==> src/rtl/apb_timer_pkg.sv <==
// Shared register-map constants, TCR bit positions and the per-channel control struct
// used by apb_timer_mc and its channels.
package apb_timer_pkg;

    localparam logic [3:0] OFF_TCR  = 4'h0;
    localparam logic [3:0] OFF_TCNT = 4'h4;
    localparam logic [3:0] OFF_PSC  = 4'h8;
    localparam logic [3:0] OFF_ARR  = 4'hC;

    localparam int TCR_EN      = 0;
    localparam int TCR_CLR     = 1;
    localparam int TCR_ONESHOT = 2;
    localparam int TCR_IE      = 3;

    typedef struct packed {
        logic ie;
        logic oneshot;
        logic en;
    } tcr_t;

    function automatic int isr_base(input int num_ch);
        return num_ch * 16;
    endfunction

    // CLR is a write-only strobe, so its bit always reads back as 0.
    function automatic logic [31:0] tcr_word(input tcr_t t);
        logic [31:0] w;
        w              = '0;
        w[TCR_EN]      = t.en;
        w[TCR_ONESHOT] = t.oneshot;
        w[TCR_IE]      = t.ie;
        return w;
    endfunction

endpackage

==> src/rtl/apb_timer_mc_channel.sv <==
// One timer channel: prescaler, registered tick, auto-reload up-counter,
// wrap pulse and the one-shot EN clear request.
module timer_channel #(
    parameter int CNT_W = 32
) (
    input  logic             clk_i,
    input  logic             rst_i,
    input  logic             en_i,
    input  logic             oneshot_i,
    input  logic             clr_i,
    input  logic             load_i,
    input  logic [CNT_W-1:0] load_val_i,
    input  logic [CNT_W-1:0] psc_i,
    input  logic [CNT_W-1:0] arr_i,
    output logic [CNT_W-1:0] cnt_o,
    output logic             wrap_o,
    output logic             en_clr_o
);

    logic [CNT_W-1:0] pcnt_q, pcnt_d;
    logic [CNT_W-1:0] cnt_q, cnt_d;
    logic             tick_q, tick_d;
    logic             wrap;

    // NOTE: every signal written here gets a default first so no latch is inferred.
    always_comb begin
        pcnt_d = pcnt_q;
        cnt_d  = cnt_q;
        tick_d = 1'b0;
        wrap   = 1'b0;
        if (load_i) begin
            cnt_d  = load_val_i;
            pcnt_d = '0;
        end else if (clr_i) begin
            cnt_d  = '0;
            pcnt_d = '0;
        end else if (en_i) begin
            if (pcnt_q == psc_i) begin
                pcnt_d = '0;
                tick_d = 1'b1;
            end else begin
                pcnt_d = pcnt_q + CNT_W'(1);
            end
            // A tick left over from the wrap that stopped a one-shot is dropped with EN low.
            if (tick_q) begin
                if (cnt_q == arr_i) begin
                    cnt_d = '0;
                    wrap  = 1'b1;
                end else begin
                    cnt_d = cnt_q + CNT_W'(1);
                end
            end
        end
    end

    always_ff @(posedge clk_i) begin
        // NOTE: sequential state uses non-blocking assignments so every flop sees pre-edge values.
        if (rst_i) begin
            pcnt_q <= '0;
            cnt_q  <= '0;
            tick_q <= 1'b0;
        end else begin
            pcnt_q <= pcnt_d;
            cnt_q  <= cnt_d;
            tick_q <= tick_d;
        end
    end

    assign cnt_o    = cnt_q;
    assign wrap_o   = wrap;
    assign en_clr_o = wrap & oneshot_i;

endmodule

==> src/rtl/apb_timer_mc.sv <==
// Multi-channel APB timer: APB decode, register file, IF/ISR and irq around NUM_CH timer_channel
// instances. Define TIMER_IRQ_EN to build the interrupt flags, ISR, IE bit and irq output.
module apb_timer_mc
    import apb_timer_pkg::*;
#(
    parameter int NUM_CH = 2,
    parameter int CNT_W  = 32,
    parameter int ADDR_W = $clog2(NUM_CH + 1) + 4
) (
    input  logic              PCLK,
    input  logic              PRESET,
    input  logic [ADDR_W-1:0] PADDR,
    input  logic [31:0]       PWDATA,
    input  logic              PWRITE,
    input  logic              PENABLE,
    input  logic              PSEL,
    output logic [31:0]       PRDATA,
    output logic              PREADY,
    output logic              irq
);

    localparam int IDX_W    = ADDR_W - 4;
    localparam int ISR_ADDR = isr_base(NUM_CH);
`ifdef TIMER_IRQ_EN
    localparam logic HAS_IRQ = 1'b1;
`else
    localparam logic HAS_IRQ = 1'b0;
`endif

    logic [IDX_W-1:0] idx;
    logic [3:0]       off;
    logic             access, wr_en, rd_en, isr_hit;
    logic             pready_q;
    logic [31:0]      prdata_q, rdata_sel, isr_word;

    tcr_t             tcr_q [NUM_CH];
    tcr_t             tcr_d [NUM_CH];
    logic [CNT_W-1:0] psc_q [NUM_CH];
    logic [CNT_W-1:0] psc_d [NUM_CH];
    logic [CNT_W-1:0] arr_q [NUM_CH];
    logic [CNT_W-1:0] arr_d [NUM_CH];
    logic [CNT_W-1:0] cnt   [NUM_CH];
    logic [NUM_CH-1:0] load, clr, wrap, en_clr;
    logic             unused_bits;

    assign idx     = PADDR[ADDR_W-1:4];
    assign off     = {PADDR[3:2], 2'b00};
    // Only the first access cycle acts; the registered PREADY blocks a second commit.
    assign access  = PSEL & PENABLE & ~pready_q;
    assign wr_en   = access & PWRITE;
    assign rd_en   = access & ~PWRITE;
    assign isr_hit = ({idx, off} == ADDR_W'(ISR_ADDR));

    always_comb begin
        for (int ch = 0; ch < NUM_CH; ch++) begin
            tcr_d[ch] = tcr_q[ch];
            psc_d[ch] = psc_q[ch];
            arr_d[ch] = arr_q[ch];
            load[ch]  = 1'b0;
            clr[ch]   = 1'b0;
            if (en_clr[ch]) tcr_d[ch].en = 1'b0;
            if (wr_en && idx == IDX_W'(ch)) begin
                case (off)
                    OFF_TCR: begin
                        tcr_d[ch].en      = PWDATA[TCR_EN];
                        tcr_d[ch].oneshot = PWDATA[TCR_ONESHOT];
                        tcr_d[ch].ie      = HAS_IRQ & PWDATA[TCR_IE];
                        clr[ch]           = PWDATA[TCR_CLR];
                    end
                    OFF_TCNT: load[ch]  = 1'b1;
                    OFF_PSC:  psc_d[ch] = PWDATA[CNT_W-1:0];
                    OFF_ARR:  arr_d[ch] = PWDATA[CNT_W-1:0];
                    default:  ;
                endcase
            end
        end
    end

    always_comb begin
        rdata_sel = isr_hit ? isr_word : '0;
        for (int ch = 0; ch < NUM_CH; ch++) begin
            if (idx == IDX_W'(ch)) begin
                case (off)
                    OFF_TCR:  rdata_sel = tcr_word(tcr_q[ch]);
                    OFF_TCNT: rdata_sel = 32'(cnt[ch]);
                    OFF_PSC:  rdata_sel = 32'(psc_q[ch]);
                    OFF_ARR:  rdata_sel = 32'(arr_q[ch]);
                    default:  ;
                endcase
            end
        end
    end

    always_ff @(posedge PCLK) begin
        if (PRESET) begin
            pready_q <= 1'b0;
            prdata_q <= '0;
            // NOTE: the register file is a handful of flops with defined reset values, not a RAM, so it is reset.
            for (int ch = 0; ch < NUM_CH; ch++) begin
                tcr_q[ch] <= '0;
                psc_q[ch] <= '0;
                arr_q[ch] <= '1;
            end
        end else begin
            pready_q <= access;
            if (rd_en) prdata_q <= rdata_sel;
            for (int ch = 0; ch < NUM_CH; ch++) begin
                tcr_q[ch] <= tcr_d[ch];
                psc_q[ch] <= psc_d[ch];
                arr_q[ch] <= arr_d[ch];
            end
        end
    end

    for (genvar g = 0; g < NUM_CH; g++) begin : g_ch
        timer_channel #(.CNT_W(CNT_W)) u_ch (
            .clk_i      (PCLK),
            .rst_i      (PRESET),
            .en_i       (tcr_q[g].en),
            .oneshot_i  (tcr_q[g].oneshot),
            .clr_i      (clr[g]),
            .load_i     (load[g]),
            .load_val_i (PWDATA[CNT_W-1:0]),
            .psc_i      (psc_q[g]),
            .arr_i      (arr_q[g]),
            .cnt_o      (cnt[g]),
            .wrap_o     (wrap[g]),
            .en_clr_o   (en_clr[g])
        );
    end

`ifdef TIMER_IRQ_EN
    logic [NUM_CH-1:0] if_q, if_d, w1c, ie_vec;
    logic              irq_q;

    // A wrap in the same cycle as a W1C of its bit keeps the flag set.
    assign w1c  = (wr_en && isr_hit) ? PWDATA[NUM_CH-1:0] : '0;
    assign if_d = (if_q & ~w1c) | wrap;

    always_comb begin
        ie_vec = '0;
        for (int ch = 0; ch < NUM_CH; ch++) ie_vec[ch] = tcr_q[ch].ie;
    end

    always_ff @(posedge PCLK) begin
        if (PRESET) begin
            if_q  <= '0;
            irq_q <= 1'b0;
        end else begin
            if_q  <= if_d;
            irq_q <= |(if_q & ie_vec);
        end
    end

    assign isr_word = 32'(if_q);
    assign irq      = irq_q;
`else
    assign isr_word = '0;
    assign irq      = 1'b0;
`endif

    assign unused_bits = ^{PADDR[1:0], wrap};
    assign PRDATA      = prdata_q;
    assign PREADY      = pready_q;

endmodule

==> config.mk <==
export PLATFORM = sky130hd
export DESIGN_NAME = apb_timer_mc
export DESIGN_NICKNAME = d
export VERILOG_FILES = /design/src/rtl/apb_timer_pkg.sv /design/src/rtl/apb_timer_mc_channel.sv /design/src/rtl/apb_timer_mc.sv
export SDC_FILE = /design/constraint.sdc
export NUM_CORES = 1
export LEC_CHECK = 0
export ABC_AREA = 1
export BUFFER_PORTS_ARGS = -buffer_cell sky130_fd_sc_hd__buf_4
export CAP_MARGIN = 20
export CORE_MARGIN = 10
export CORE_UTILIZATION = 45
export CTS_BUF_LIST = sky130_fd_sc_hd__clkbuf_16
export DETAILED_ROUTE_END_ITERATION = 10
export SLEW_MARGIN = 20
export SYNTH_ARGS = -nofsm -noshare
export SYNTH_HDL_FRONTEND = slang
export SYNTH_SLANG_ARGS = --single-unit
==> constraint.sdc <==
create_clock -name PCLK -period 5.6 [get_ports PCLK]
set_clock_uncertainty 0.15 [all_clocks]
set_input_delay 0.28 -clock PCLK [delete_from_list [all_inputs] [get_ports PCLK]]
set_output_delay 0.28 -clock PCLK [all_outputs]
set_load 0.01 [all_outputs]
# After elaboration in Yosys (flattened, before gate mapping)
# Memory sizes are Yosys's and may differ from the RTL's.
# Cells that the tools add are included.
[word_totals]
ramBits = 134
output_inout_bits = 34
wordCells = 110
register_bits = 163
inputBits = 43
memories = 3
[memory_table]
columns = ["memory", "depth", "word_bits", "rd", "rd_clocked_by_memory_dff", "write_ports", "line", "rtl"]
rows = [
  ["arr_q", 2, 32, 2, 0, 2, "apb_timer_mc.sv:40", "logic [CNT_W-1:0] arr_q [NUM_CH];"],
  ["psc_q", 2, 32, 2, 0, 2, "apb_timer_mc.sv:38", "logic [CNT_W-1:0] psc_q [NUM_CH];"],
  ["tcr_q", 2, 3, 2, 0, 2, "apb_timer_mc.sv:36", "tcr_t tcr_q [NUM_CH];"],
]
[op_classes]
n_bitwise = 16
n_mux = 57
eq_ne = 8
add_sub_neg = 4
reduce_logical = 14
[ops]
columns = ["cell", "n"]
rows = [
  ["$mux W32", 26],
  ["$pmux W32 S4", 2],
  ["$add A32 B1 Y32 const B", 4],
  ["$eq A32 B32 Y1", 4],
  ["$mux W1", 23],
  ["$mux W3", 6],
  ["$reduce_bool A3 Y1", 4],
  ["$reduce_or A4 Y1", 2],
  ["$and A1 B1 Y1", 6],
  ["$or A1 B1 Y1", 6],
  ["$reduce_or A3 Y1", 2],
  ["$eq A2 B1 Y1 const B", 2],
  ["$eq A2 B2 Y1 const B", 2],
  ["$logic_not A4 Y1", 1],
  ["$not A1 Y1", 4],
  ["$reduce_and A2 Y1", 2],
  ["$logic_and A1 B1 Y1", 2],
  ["$logic_not A2 Y1", 1],
]

# Logic depth before layout (Yosys ltp)
[logic_depth]
ltp_word = 12
depth_mapped = 13
ltp_nobuf = 12

# Modules after synthesis
# A second synthesis with hierarchy kept.
[hier_totals]
hier_cells = 2808
area_unflattened_um2 = 17952.2
[by_module_without_submodules]
columns = ["module", "instances", "seq_area_each_um2", "area_each_um2", "cells_per_inst"]
rows = [
  ["timer_channel", 2, 1301.2, 5108.6, 816],
  ["apb_timer_mc", 1, 3303.2, 7734.9, 1176],
]

# Least setup slack after synthesis
# OpenSTA, ideal clock, no wires.
[synth_timing]
kind = "register to register"
startpoint = "register g_ch[0].u_ch.pcnt_q[1]"
endpoint = "register g_ch[0].u_ch.pcnt_q[26]"
setup_ps = 117
t_required_ps = 5333
path_slack_ps = 3803
arrival_ps = 1530
path_stages_with_launch = 11
synth_period_minus_slack_ps = 1797
path_buffers = 0
path_cell_list = "dfxtp_1 -> ha_1 -> nand3_2 -> nor3_4 -> nand2_2 -> nor3_4 -> nand2_2 -> nor2_2 -> nand3_1 -> nand2_1 -> nor2_1"
[synth_via]
elab_chain_cells = 2
word_cells_on_any_way = 3
classes_between = "1 x add/sub; 1 x eq/ne; 1 x mux"
[synth_rtl]
columns = ["element", "line", "rtl"]
rows = [
  ["start: declaration", "apb_timer_mc_channel.sv:20", "logic [CNT_W-1:0] pcnt_q, pcnt_d;"],
  ["start signal: assignment", "apb_timer_mc_channel.sv:63", "pcnt_q <= pcnt_d;"],
  ["$add A32 B1 Y32 or $eq A32 B32 Y1 (tied branches)", "apb_timer_mc_channel.sv:42, apb_timer_mc_channel.sv:38", ""],
  ["$mux W32 (*)", "apb_timer_mc_channel.sv:38", "if (pcnt_q == psc_i) begin"],
]
# Mark *: on every way between the ends. The rest lies on a longest branch, timed or not.
# A chain may end at the register's enable or synchronous reset.

# Worst setup path after layout
[layout_timing]
startpoint = "register pready_q (netlist: PREADY)"
endpoint = "register g_ch[0].u_ch.cnt_q[27]"
[layout_via]
elab_chain_cells = 7
word_cells_on_any_way = 11
classes_between = "4 x mux; 3 x bitwise; 4 x reduce/logical"
[layout_rtl]
columns = ["element", "line", "rtl"]
rows = [
  ["start: declaration", "apb_timer_mc.sv:33", "logic pready_q;"],
  ["start signal: assignment", "apb_timer_mc.sv:105", "pready_q <= access;"],
  ["$not A1 Y1 (*)", "apb_timer_mc.sv:49", "assign access = PSEL & PENABLE & ~pready_q;"],
  ["$and A1 B1 Y1 (*)", "apb_timer_mc.sv:49", ""],
  ["$and A1 B1 Y1 (*)", "apb_timer_mc.sv:50", "assign wr_en = access & PWRITE;"],
  ["$logic_and A1 B1 Y1 (*)", "apb_timer_mc.sv:62", "if (wr_en && idx == IDX_W'(ch)) begin"],
  ["$mux W1", "apb_timer_mc.sv:62", ""],
  ["$reduce_bool A3 Y1 (no line) or $mux W32 (tied branches)", "n/a", ""],
  ["$reduce_and A2 Y1 (no line) or $mux W32 (tied branches)", "n/a", ""],
  ["end signal: assignment", "apb_timer_mc_channel.sv:64", "cnt_q <= cnt_d;"],
  ["end: declaration", "apb_timer_mc_channel.sv:21", "logic [CNT_W-1:0] cnt_q, cnt_d;"],
]
# Marked as above.

==> impl_metrics.toml <==
[clock_tree]
cts_buffers = 37
clock-sinks = 295
clk_path_buf_depth = 3
clk_pin_slew_ns = 0.06
cts_tree = "built"
clock_latency_ns = 0.56
htreeDepth = 2
cts_root_buf = "clkbuf_16"

[synthesis]
synth_edf_count = 0
syn_avg_cell_area_um2 = 6.40
synth_top_area_share_pct = 34.1
synth_top_flop_cell = "dfxtp_1"
yosysWarnings = 0
async_flop_share_pct = 0
synth-seq-cells = 295
yosysTopAreaCell = "dfxtp_1"
syn-num-nets = 2754
synth_cell_types = 38
synthTopCellsByArea = "dfxtp_1, nand2_1, inv_1"
synth_area_mm2 = 0.0173
netlist_instances = 2707
seq_area_frac_synth_pct = 34.1

[final_layout]
nNetsFinal = 2787
final_common_cell = "nand2_1"
areaGrowthSynthToFinish_pct = 12.4
multi_input_area_mm2 = 0.00917
final_cell_mix = "nand2_1, inv_1, dfxtp_1"
design_area_mm2 = 0.0195
seq_area_mm2 = 0.00591
fin_util_pct = 51.5
n_antenna_cell = 0
drive_gt1_share_pct = 9.88
nFillCells = 4013

[timing]
hold_viol_final = 0
fin_crit_sh_pct = 57.3
setup_tns_ns = 0
setup_viol = 0
setup_slack_ns = 2.39
rsz0062_at_grt = "false"
fmax_mhz = 312
worstMarginPinSlew_ns = 1.06
slew_violations = 0
finalCriticalPeriod_ns = 3.21
maxSlewHeadroom_pct = 29.3

[worst_setup_path]
endpoint_kind = "flip-flop"
max_stage_delay_ns = 0.45
worst_setup_path_start_kind = "flip-flop"
cpMaxStageDelayCell = "nand2_2"
r2r_start = "PREADY"
r2r_cells = 12
required_ns = 5.89
cp.arrival_ns = 3.50
crit_chain = "inv_1 -> nand3_1 -> nor2_1 -> nand2_1 -> inv_2 -> nand2_2 -> buf_4 -> nand2_2 -> buf_4 -> o21ai_0 -> inv_1 -> a21oi_1"
path_class = "flip-flop to flip-flop"
cp.depth = 12
critical_path.top_delay_family = "simple AND/OR/NAND/NOR gates"
r2r_slack_ns = 2.39
path_buf_inv = 5
cp_max_fo = 23
r2r_end = "g_ch[0].u_ch.cnt_o[27]"

[min_path]
hold_end = "tcr_q[0][3]"
min_path_cells = 4
worstHoldStart = "PADDR[3]"
holdCritPathClass = "primary input to flip-flop"

[routing]
vias_per_cell = 5.53
dr.pass1.iters = 5
wl_um = 66700
wl_per_cell_um = 20.4
via_count = 18095
ant_nets = 0
drt_iter0_markers = 1910
drc = 0

[floorplanning]
boundaryPins = 77
rows = 71
die_h_um = 216
initial_core_util_pct = 45.8
coreArea_mm2 = 0.0378
die_area_mm2 = 0.0468
die_x_um = 216

[status]
status = "finished clean"

[global_routing]
grt_first_pass_wirelength_um = 101000
overflow = 0
grtUsageTotal_pct = 27.5
grt_start_max_net_pins = 65
grt_pass1_vias = 16490
antenna_found_initial = 1

[placed_design]
place_ws_ns = 2.25
io_buffers = 73
dpl.hpwl_um = 48200
gp_congestion = 0.984
postPlaceCellArea_mm2 = 0.0181

[power]
pwr_density_cell_mw_per_mm2 = 243
power_mw = 4.73
power.leakage_nw = 8.39
ir_drop_uv = 258

[flow_run]
drv_cap = 0
## per-stage QoR
stage | hold WS [ns] | instances
after floorplan | 0.256 | 2707
final | 0.0331 | 3274
after CTS | 0.00504 | 3274
after global routing | 0.0486 | 3274
after global placement | 0.316 | 3178
after detailed placement | 0.317 | 3178
## area by class of cell
cell class	count	area share, %
sequential	295	30.3
timing repair buffer	124	5.21
inverter	446	8.61
clock buffer	37	4.75
clock inverter	25	0.751
multi-input combinational	1836	47.1
tap	511	3.28
## report_power, final
part | total [mW] | switching, mW | internal [mW] | leakage [nW]
clock network | 2.22 | 0.981 | 1.24 | 0.541
registers | 2.14 | 0.0193 | 2.12 | 2.38
logic | 0.365 | 0.250 | 0.115 | 5.47
total | 4.73 | 1.25 | 3.48 | 8.39
## layer usage
metal,wire length (um),global-route usage [%],up-vias
li1,-,-,8791
met1,29600,38.1,8385
met2,28700,41.3,799
met3,6330,5.96,118
met4,2100,9.76,2
met5,7,0,-
## registers in the layout, indices dropped and copies added, names as in the netlist
signal            count
arr_q                64
g_ch.u_ch.cnt_o      64
g_ch.u_ch.pcnt_q     64
psc_q                64
PRDATA               32
tcr_q                 4
g_ch.u_ch.tick_q      2
PREADY                1
## cells by family (layout without fill, tap and decap cells)
family / Yosys count / in the layout / synth area share (%)
DFF: 295 / 295 / 34.1
and+or+nand+nor: 1066 / 1066 / 27.4
buffers and inverters: 576 / 632 / 13.1
other: 1 / 1 / 0.0216
adders and majority gates: 4 / 4 / 0.289
xor gates and xnor gates: 106 / 106 / 5.36
AOI/OAI and AO/OA: 659 / 659 / 19.7
## worst reg2reg max path: stages (launching register included)
cell and delay (ns):
dfxtp_1 0.31, inv_1 0.06, nand3_1 0.08, nor2_1 0.38, nand2_1 0.24, inv_2 0.14
nand2_2 0.26, buf_4 0.35, nand2_2 0.46, buf_4 0.35, o21ai_0 0.18, inv_1 0.09
a21oi_1 0.06
## worst max path at each step
| stage | slack, ns | to | from |
|---|---|---|---|
| detailed placement | 2.25 | g_ch[0].u_ch.pcnt_q[23] | PADDR[5] |
| floorplan | 3.80 | g_ch[0].u_ch.pcnt_q[26] | g_ch[0].u_ch.pcnt_q[1] |
| CTS | 2.29 | g_ch[0].u_ch.pcnt_q[23] | PREADY |
| global placement | 2.28 | g_ch[0].u_ch.pcnt_q[25] | PADDR[5] |
| finish | 2.39 | g_ch[0].u_ch.cnt_o[27] | PREADY |
| global route | 2.23 | g_ch[0].u_ch.cnt_o[27] | PREADY |
## Yosys cell counts, types with 33 or more instances
cell type and count:
clkbuf_1 66, o22ai_1 53, a21oi_1 233, xnor2_1 48, nand2_1 543, dfxtp_1 295
inv_2 68, nand3_1 110, inv_1 378, nor3_1 33, buf_2 45, xor2_1 58
o21ai_1 170, nand4_1 81, nor2_1 225, o21ai_0 182
## what timing repair did
item,CTS,global route
hold buffers,34,0
setup endpoints to repair,0,0
buffers inserted,0,0
hold endpoints to repair,120,0
resized for setup,0,0
(Power assumes the default switching activity.)
